File: config.mk
export PLATFORM = sky130hd
export DESIGN_NAME = fwd_hazard_unit_flat
export DESIGN_NICKNAME = d
export VERILOG_FILES = /design/src/rtl/fwd_hazard_unit_pkg.sv /design/src/rtl/fwd_hazard_unit_if.sv /design/src/rtl/fwd_hazard_unit_sel_cmp.sv /design/src/rtl/fwd_hazard_unit.sv /design/src/flat_wrapper.sv
export SDC_FILE = /design/constraint.sdc
export NUM_CORES = 1
export LEC_CHECK = 0
export ABC_CLOCK_PERIOD_IN_PS = 3200
export CORE_MARGIN = 8
export CORE_UTILIZATION = 50
export DETAILED_ROUTE_END_ITERATION = 6
export DONT_BUFFER_PORTS = 1
export PLACE_DENSITY_LB_ADDON = 0.2
export SYNTH_ARGS = -nofsm -noshare
export SYNTH_HDL_FRONTEND = slang
export SYNTH_SLANG_ARGS = --single-unit
export TNS_END_PERCENT = 50
File: constraint.sdc
create_clock -name clk -period 3.2 [get_ports clk]
set_clock_uncertainty 0.05 [all_clocks]
set_input_delay 0.64 -clock clk [delete_from_list [all_inputs] [get_ports clk]]
set_output_delay 0.64 -clock clk [all_outputs]
set_load 0.05 [all_outputs]
File: src/rtl/fwd_hazard_unit_pkg.sv
// Shared types for the forwarding/hazard unit: register address width, forwarding
// select encodings and the pipeline stage records.
package fwd_hazard_unit_pkg;

  localparam int REG_AW = 5;
  localparam int CNT_W  = 16;

  typedef logic [REG_AW-1:0] reg_addr_t;

  typedef enum logic [1:0] {
    FWD_RF  = 2'b00,
    FWD_MEM = 2'b01,
    FWD_WB  = 2'b10,
    FWD_PWB = 2'b11
  } fwd_sel_e;

  typedef struct packed {
    reg_addr_t dst;
    logic      wr;
  } stage_rec_t;

  typedef struct packed {
    reg_addr_t  rs;
    reg_addr_t  rt;
    stage_rec_t rec;
    logic       ld;
  } ex_rec_t;

  // Register 0 is hardwired, so a write to it never produces a usable value.
  function automatic logic writes_reg(stage_rec_t r, reg_addr_t src);
    return r.wr && (r.dst != '0) && (r.dst == src);
  endfunction

endpackage

File: src/rtl/fwd_hazard_unit_if.sv
// ID-stage request and forwarding/stall response bundle.
// The stall_cnt signal exists only when HAZ_STATS_EN is defined.
interface fwd_hazard_unit_if;
  import fwd_hazard_unit_pkg::*;

  logic      id_valid;
  reg_addr_t id_rs;
  reg_addr_t id_rt;
  reg_addr_t id_dst;
  logic      id_reg_write;
  logic      id_mem_read;
  logic      flush;
  logic      stall;
  logic [1:0] fwd_a_sel;
  logic [1:0] fwd_b_sel;
`ifdef HAZ_STATS_EN
  logic [CNT_W-1:0] stall_cnt;
`endif

  modport master (
    output id_valid, id_rs, id_rt, id_dst, id_reg_write, id_mem_read, flush,
    input  stall, fwd_a_sel, fwd_b_sel
`ifdef HAZ_STATS_EN
    , stall_cnt
`endif
  );

  modport slave (
    input  id_valid, id_rs, id_rt, id_dst, id_reg_write, id_mem_read, flush,
    output stall, fwd_a_sel, fwd_b_sel
`ifdef HAZ_STATS_EN
    , stall_cnt
`endif
  );

endinterface

File: src/rtl/fwd_hazard_unit_sel_cmp.sv
// Per-operand forwarding select: compares one EX source against the younger-to-older
// MEM/WB/PWB destination records and picks the newest match.
module fwd_sel_cmp
  import fwd_hazard_unit_pkg::*;
(
  input  reg_addr_t  src,
  input  stage_rec_t mem,
  input  stage_rec_t wb,
  input  stage_rec_t pwb,
  output fwd_sel_e   sel
);

  // NOTE: sel gets a default before any branch so no latch is inferred.
  always_comb begin
    sel = FWD_RF;
    if      (writes_reg(mem, src)) sel = FWD_MEM;
    else if (writes_reg(wb,  src)) sel = FWD_WB;
    else if (writes_reg(pwb, src)) sel = FWD_PWB;
  end

endmodule

File: src/rtl/fwd_hazard_unit.sv
// Operand forwarding and load-use stall unit tracking EX/MEM/WB/post-WB destinations.
// Define HAZ_STATS_EN to add the saturating stall_cnt statistics counter.
module fwd_hazard_unit
  import fwd_hazard_unit_pkg::*;
(
  input logic               clk,
  input logic               rst,
  fwd_hazard_unit_if.slave  bus
);

  ex_rec_t    ex_q,  ex_d;
  stage_rec_t mem_q, mem_d;
  stage_rec_t wb_q,  wb_d;
  stage_rec_t pwb_q, pwb_d;
  logic       stall;
  fwd_sel_e   sel_a, sel_b;

  // A load still in EX cannot forward yet; a dependent in ID must wait one cycle.
  always_comb begin
    stall = ex_q.ld && bus.id_valid && !bus.flush &&
            (writes_reg(ex_q.rec, bus.id_rs) || writes_reg(ex_q.rec, bus.id_rt));
  end

  always_comb begin
    ex_d  = '0;
    mem_d = ex_q.rec;
    wb_d  = mem_q;
    pwb_d = wb_q;
    if (bus.id_valid && !stall && !bus.flush) begin
      ex_d.rs      = bus.id_rs;
      ex_d.rt      = bus.id_rt;
      ex_d.rec.dst = bus.id_dst;
      ex_d.rec.wr  = bus.id_reg_write;
      ex_d.ld      = bus.id_mem_read;
    end
  end

  // NOTE: sequential state uses non-blocking assignments so every stage samples
  // the pre-edge value of its predecessor.
  always_ff @(posedge clk or posedge rst) begin
    if (rst) begin
      ex_q  <= '0;
      mem_q <= '0;
      wb_q  <= '0;
      pwb_q <= '0;
    end else begin
      ex_q  <= ex_d;
      mem_q <= mem_d;
      wb_q  <= wb_d;
      pwb_q <= pwb_d;
    end
  end

  fwd_sel_cmp u_cmp_a (.src(ex_q.rs), .mem(mem_q), .wb(wb_q), .pwb(pwb_q), .sel(sel_a));
  fwd_sel_cmp u_cmp_b (.src(ex_q.rt), .mem(mem_q), .wb(wb_q), .pwb(pwb_q), .sel(sel_b));

  assign bus.stall     = stall;
  assign bus.fwd_a_sel = sel_a;
  assign bus.fwd_b_sel = sel_b;

`ifdef HAZ_STATS_EN
  logic [CNT_W-1:0] stall_cnt_q, stall_cnt_d;

  always_comb begin
    stall_cnt_d = stall_cnt_q;
    if (stall && (stall_cnt_q != '1)) stall_cnt_d = stall_cnt_q + 1'b1;
  end

  always_ff @(posedge clk or posedge rst) begin
    if (rst) stall_cnt_q <= '0;
    else     stall_cnt_q <= stall_cnt_d;
  end

  assign bus.stall_cnt = stall_cnt_q;
`endif

endmodule

File: src/flat_wrapper.sv
// flat-port wrapper written by rule: the top's interface ports become plain ports
module fwd_hazard_unit_flat import fwd_hazard_unit_pkg::*;
  (clk, rst, bus_id_valid, bus_id_rs, bus_id_rt, bus_id_dst, bus_id_reg_write, bus_id_mem_read, bus_flush, bus_stall, bus_fwd_a_sel, bus_fwd_b_sel);
  fwd_hazard_unit_if bus_i ();
  input logic clk;
  input logic rst;
  input wire logic [$bits(bus_i.id_valid)-1:0] bus_id_valid;
  input wire logic [$bits(bus_i.id_rs)-1:0] bus_id_rs;
  input wire logic [$bits(bus_i.id_rt)-1:0] bus_id_rt;
  input wire logic [$bits(bus_i.id_dst)-1:0] bus_id_dst;
  input wire logic [$bits(bus_i.id_reg_write)-1:0] bus_id_reg_write;
  input wire logic [$bits(bus_i.id_mem_read)-1:0] bus_id_mem_read;
  input wire logic [$bits(bus_i.flush)-1:0] bus_flush;
  output wire logic [$bits(bus_i.stall)-1:0] bus_stall;
  output wire logic [$bits(bus_i.fwd_a_sel)-1:0] bus_fwd_a_sel;
  output wire logic [$bits(bus_i.fwd_b_sel)-1:0] bus_fwd_b_sel;
  assign bus_i.id_valid = bus_id_valid;
  assign bus_i.id_rs = bus_id_rs;
  assign bus_i.id_rt = bus_id_rt;
  assign bus_i.id_dst = bus_id_dst;
  assign bus_i.id_reg_write = bus_id_reg_write;
  assign bus_i.id_mem_read = bus_id_mem_read;
  assign bus_i.flush = bus_flush;
  assign bus_stall = bus_i.stall;
  assign bus_fwd_a_sel = bus_i.fwd_a_sel;
  assign bus_fwd_b_sel = bus_i.fwd_b_sel;
  fwd_hazard_unit u_core (.clk(clk), .rst(rst), .bus(bus_i));
endmodule
# After elaboration in Yosys (flattened, before gate mapping)
# Index checks and enable logic that the tools add are counted.
totals:
  reg_bits: 35
  input_bits: 21
classes:
  n_eq_ne: 8
  n_mux: 7
  n_reduce_logical: 24
op_table:
  columns: ["op", "n"]
  rows:
  - ["5-bit == test", 8]
  - ["5-bit nonzero test", 4]
  - ["1-bit logical AND", 17]
  - ["17-bit two-way mux", 1]
  - ["2-bit two-way mux", 6]
  - ["1-bit logical NOT", 2]
  - ["1-bit logical OR", 1]

# Logic depth before layout (Yosys ltp)
logic_depth:
  ltp_word: 9
  depth_mapped: 6

# Cells and area by module
# From an unflattened synthesis, not the netlist that was laid out.
unflattened:
  hier_cells: 161
  hier_area_um2: 1694.1
modules_own_cells:
  columns: ["module", "n_inst", "cells_per_inst", "area_each_um2", "seq_area_each_um2"]
  rows:
  - ["fwd_hazard_unit", 1, 95, 1238.7, 875.8]
  - ["fwd_sel_cmp", 2, 33, 227.7, 0.0]

# Worst setup path after synthesis
# Ideal clock, no wire load.
synth_timing:
  kind: "register -> output"
  start: "register u_core.mem_q[1] (netlist bit)"
  end: "output bus_fwd_a_sel[1]"
  arrival_time_ns: 1.944
  required_ns: 2.510
  slack_ns: 0.566
  stages_incl_launch_ff: 5
  path_buffers: 0
  path_cell_list: "dfrtp_1 > or4_1 > o21ai_1 > or4_1 > a21boi_1"
synth_between:
  elab_chain_cells: 4
  elab_cells_between_ends: 5
  classes_between: "eq/ne: 1; mux: 1; reduce/logical: 3"
synth_rtl:
  columns: ["element", "line_no", "source"]
  rows:
  - ["from (decl)", "fwd_hazard_unit.sv:12", "stage_rec_t mem_q, mem_d;"]
  - ["from (signal assigned)", "fwd_hazard_unit.sv:48", "mem_q <= mem_d;"]
  - ["5-bit nonzero test", "fwd_hazard_unit_pkg.sv:31", "return r.wr && (r.dst != '0) && (r.dst == src);"]
  - ["1-bit logical AND", "fwd_hazard_unit_pkg.sv:31", null]
  - ["1-bit logical AND (*)", "fwd_hazard_unit_pkg.sv:31", null]
  - ["2-bit two-way mux (*)", "fwd_hazard_unit_sel_cmp.sv:16", "if (writes_reg(mem, src)) sel = FWD_MEM;"]
  - ["to (decl)", "flat_wrapper.sv:15", "output wire logic [$bits(bus_i.fwd_a_sel)-1:0] bus_fwd_a_sel;"]
# Mark *: on every way between the ends. The rest lies on a longest branch, timed or not.

# Worst setup path after layout
layout_timing:
  start: "register u_core.ex_q[15] (netlist bit)"
  end: "output bus_fwd_a_sel[0]"
layout_between:
  elab_chain_cells: 5
  elab_cells_between_ends: 9
  classes_between: "eq/ne: 3; mux: 3; reduce/logical: 3"
layout_rtl:
  columns: ["element", "line_no", "source"]
  rows:
  - ["from (decl)", "fwd_hazard_unit.sv:11", "ex_rec_t ex_q, ex_d;"]
  - ["from (signal assigned)", "fwd_hazard_unit.sv:42", "ex_q <= '0;"]
  - ["from (signal assigned)", "fwd_hazard_unit.sv:47", "ex_q <= ex_d;"]
  - ["5-bit == test", "fwd_hazard_unit_pkg.sv:31", null]
  - ["1-bit logical AND", "fwd_hazard_unit_pkg.sv:31", null]
  - ["2-bit two-way mux", "fwd_hazard_unit_sel_cmp.sv:18", "else if (writes_reg(pwb, src)) sel = FWD_PWB;"]
  - ["2-bit two-way mux", "fwd_hazard_unit_sel_cmp.sv:17", "else if (writes_reg(wb, src)) sel = FWD_WB;"]
  - ["2-bit two-way mux (*)", "fwd_hazard_unit_sel_cmp.sv:16", null]
# Marks and branches as above.

==> results.md <==
- GR Overflow Total: 0
- Worst-skew pair later-pin latency: 0.33 ns
- Final antenna-violating net count: 0
- Post-CTS Resized: 0
- Crit path max fanout: 3
- Fillers: ~280
- Root Buffer: clkbuf_4
- Die area: 5320 um^2
- Share of cells above drive strength 1: 11.6%
- Fraction of registers with async set/reset: 100%
- Status: complete, no violations
- CTS sink count: 35
- Sequential element share of the synthesized area: between 50% and 60%
- # Post-CTS Setup Buffers: 0
- # DRC: 0
- Number of iterations in the first detailed-routing pass: 4
- Detail Placement HPWL: 2470 um
- DR vias: 1088
- WL final: ~3000 um
- Crit Path Class: flip-flop to output pin
- Cell variety after synth: 21
- Ranking of synthesized cells by area: dfrtp_1, xnor2_1, a21oi_1
- Post-Route Setup TNS: 0 ns
- Hold_buf cts: 0
- Vias in the first global route: about 1200
- TritonCTS clock tree: built
- Initial Util: 52.6%
- Top cells by count, synth: dfrtp_1, xnor2_1, nand2_1, a21oi_1, nand3_1
- I/O pins: 26
- Worst vdd ir: 0.326 mV
- Top achievable clock speed: 373 MHz
- Worst path max stage delay: 0.53 ns
- Top-count cell post-synth: dfrtp_1
- Avg Cell Area, Syn: 10.7 um^2
- # H-tree levels: 2
- Depth of the most critical reg-to-reg path: 5
- Worst hold path type: primary input to async pin
- # diodes: 0
- Max_slew headroom: 72.3%
- DR iter-0 viols: 31
- EDFF count, synth: 0
- Final net count: 184
- Cell Area, Synth: 1620 um^2
- Cell Rows: 20
- R2r endpoint: u_core.ex_q[7]
- RR Startpoint: u_core.ex_q[6]
- Yosys warnings: 0
- Count of pins over their slew limit: 0
- CP startpoint kind: flip-flop
- Reg clk slew, reported paths: 0.11 ns
- Synthesized instance count: 151
- Measured slew at the worst slew-check pin: 0.416 ns
- Total CTS buffers: 5
- Gr usage total: 13.4%
- Final setup vio count: 0
- Vias per cell: 5.23
- Hold slack: between 0.2 and 0.25 ns
- Dominant synthesized flop cell: dfrtp_1
- Worst Path Arrival: 1.99 ns
- Maximum clock path buffer count: 2
- Crit path time final: roughly 2.7 ns
- Nature of the critical path endpoint: output pin
- Antenna violations before repair: 0
- Routed len/inst: between 10 and 15 um
- #FFs+latches synth: 35
- Hold Vio Cnt, Final: 0
- Critical Path Start: u_core.ex_q[15]
- Final Wtd Congestion: 0.917
- Top cell type by total area after synthesis: dfrtp_1
- Fin crit share: ~84%
- Slowest cell on the critical path: or4_1
- Overall die width: 72.9 um
- Power Dens Cells: 444 nW/um^2
- Worst Setup EP: bus_fwd_a_sel[0]
- Die height: around 73 um
- Core ar.: 3080 um^2
- First-pass GRT wire length: 5410 um
- RSZ-0062 raised after global routing: false
- Static Leak: approximately 0.80 nW
- Area delta synth->final: 10.5%
- Max_cap viols: 0
- Reg2Reg Setup Slack: between 1.5 and 2 ns
- Top cell type's share of synthesized area: 54.1%
- Post-Syn Nets: 172
- Cell Chain, Critical Path: xnor2_1 > nand3_1 > or4_1 > o21ai_1 > buf_4
- Pin count of the biggest net entering global routing: 36
- Worst EP required: 2.51 ns
- Port bufs: 0
==> worst min path at each step <==
stage                               start  slack, ns              end  depth (start not counted)
after floorplan           u_core.mem_q[0]       0.30  u_core.pwb_d[0]                          0
after global placement     u_core.ex_q[1]       0.32  u_core.mem_q[0]                          0
after detailed placement   u_core.ex_q[1]       0.32  u_core.mem_q[0]                          0
after CTS                             rst       0.23   u_core.ex_q[1]                          2
after global routing                  rst       0.26  u_core.mem_q[2]                          2
final                                 rst       0.22  u_core.mem_q[2]                          2
==> cell families (layout without fill, tap and decap cells) <==
logic type | Yosys count | in the layout | share of synthesized area (%)
buffers and inverters | 5 | 18 | 1.39
and+or+nand+nor | 45 | 45 | 13.6
AOI/OAI and AO/OA | 26 | 26 | 9.27
DFF | 35 | 35 | 54.1
xor gates and xnor gates | 40 | 40 | 21.6
==> cells in the final DEF (no fill, tap or decap), drive strengths merged, types with 2 or more instances in the layout <==
cell and count:
buf 9, clkbuf 6, xor2 8, or3 2
nand3 9, dfrtp 35, a21boi 2, o21ai 5
or4 7, nor3 3, nand2 21, xnor2 32
a21oi 18
==> per-stage QoR <==
| step | area [um^2] | util [%] | setup slack, ns | total power [mW] | instances |
|---|---|---|---|---|---|
| after floorplan | 1620 | - | 0.566 | 0.558 | 151 |
| after global placement | 1740 | 56.4 | 0.899 | 0.578 | 200 |
| after detailed placement | 1740 | 56.4 | 0.886 | 0.581 | 200 |
| after CTS | 1790 | 58.1 | 0.499 | 0.804 | 208 |
| after global routing | 1790 | 58.1 | 0.400 | 0.835 | 208 |
| final | 1790 | 58.1 | 0.519 | 0.794 | 208 |
==> sequential cells by signal, summed over array words and instances, names as in the netlist <==
register / count
u_core.ex_q: 17
u_core.mem_q: 6
u_core.pwb_d: 6
u_core.pwb_q: 6
==> power by group <==
part | internal [mW] | switching, mW | leakage [nW]
Combinational | 0.0426 | 0.0473 | 0.302
Sequential | 0.459 | 0.0218 | 0.471
Clock | 0.0847 | 0.139 | 0.0282
Total | 0.586 | 0.208 | 0.801
==> critical path: cells and delay by family, from the launching register on <==
kind,cells,cell delay (ns)
xor+xnor,1,0.21
flops,1,0.45
simple gates,2,0.62
compound gates,1,0.16
buf+inv,1,0.21
==> layer usage <==
metal  global-route usage [%]  up-vias  routed length [um]
li1                         -      531                   -
met1                     13.5      509                1200
met2                     22.2       39                1490
met3                     5.63        9                 311
met4                     8.67        0                  82
met5                        0        -                   0
==> final cells by class <==
type	instances	area [um^2]	share of cell area, %
clock buffer	6	41.3	2.31
clock inverter	2	12.5	0.699
inverter	1	3.75	0.210
multi-input combinational	111	721	40.3
sequential	35	876	49.0
tap	44	55.1	3.08
timing repair buffer	9	80.1	4.48
Note: power is estimated with default switching activity, not from simulation.
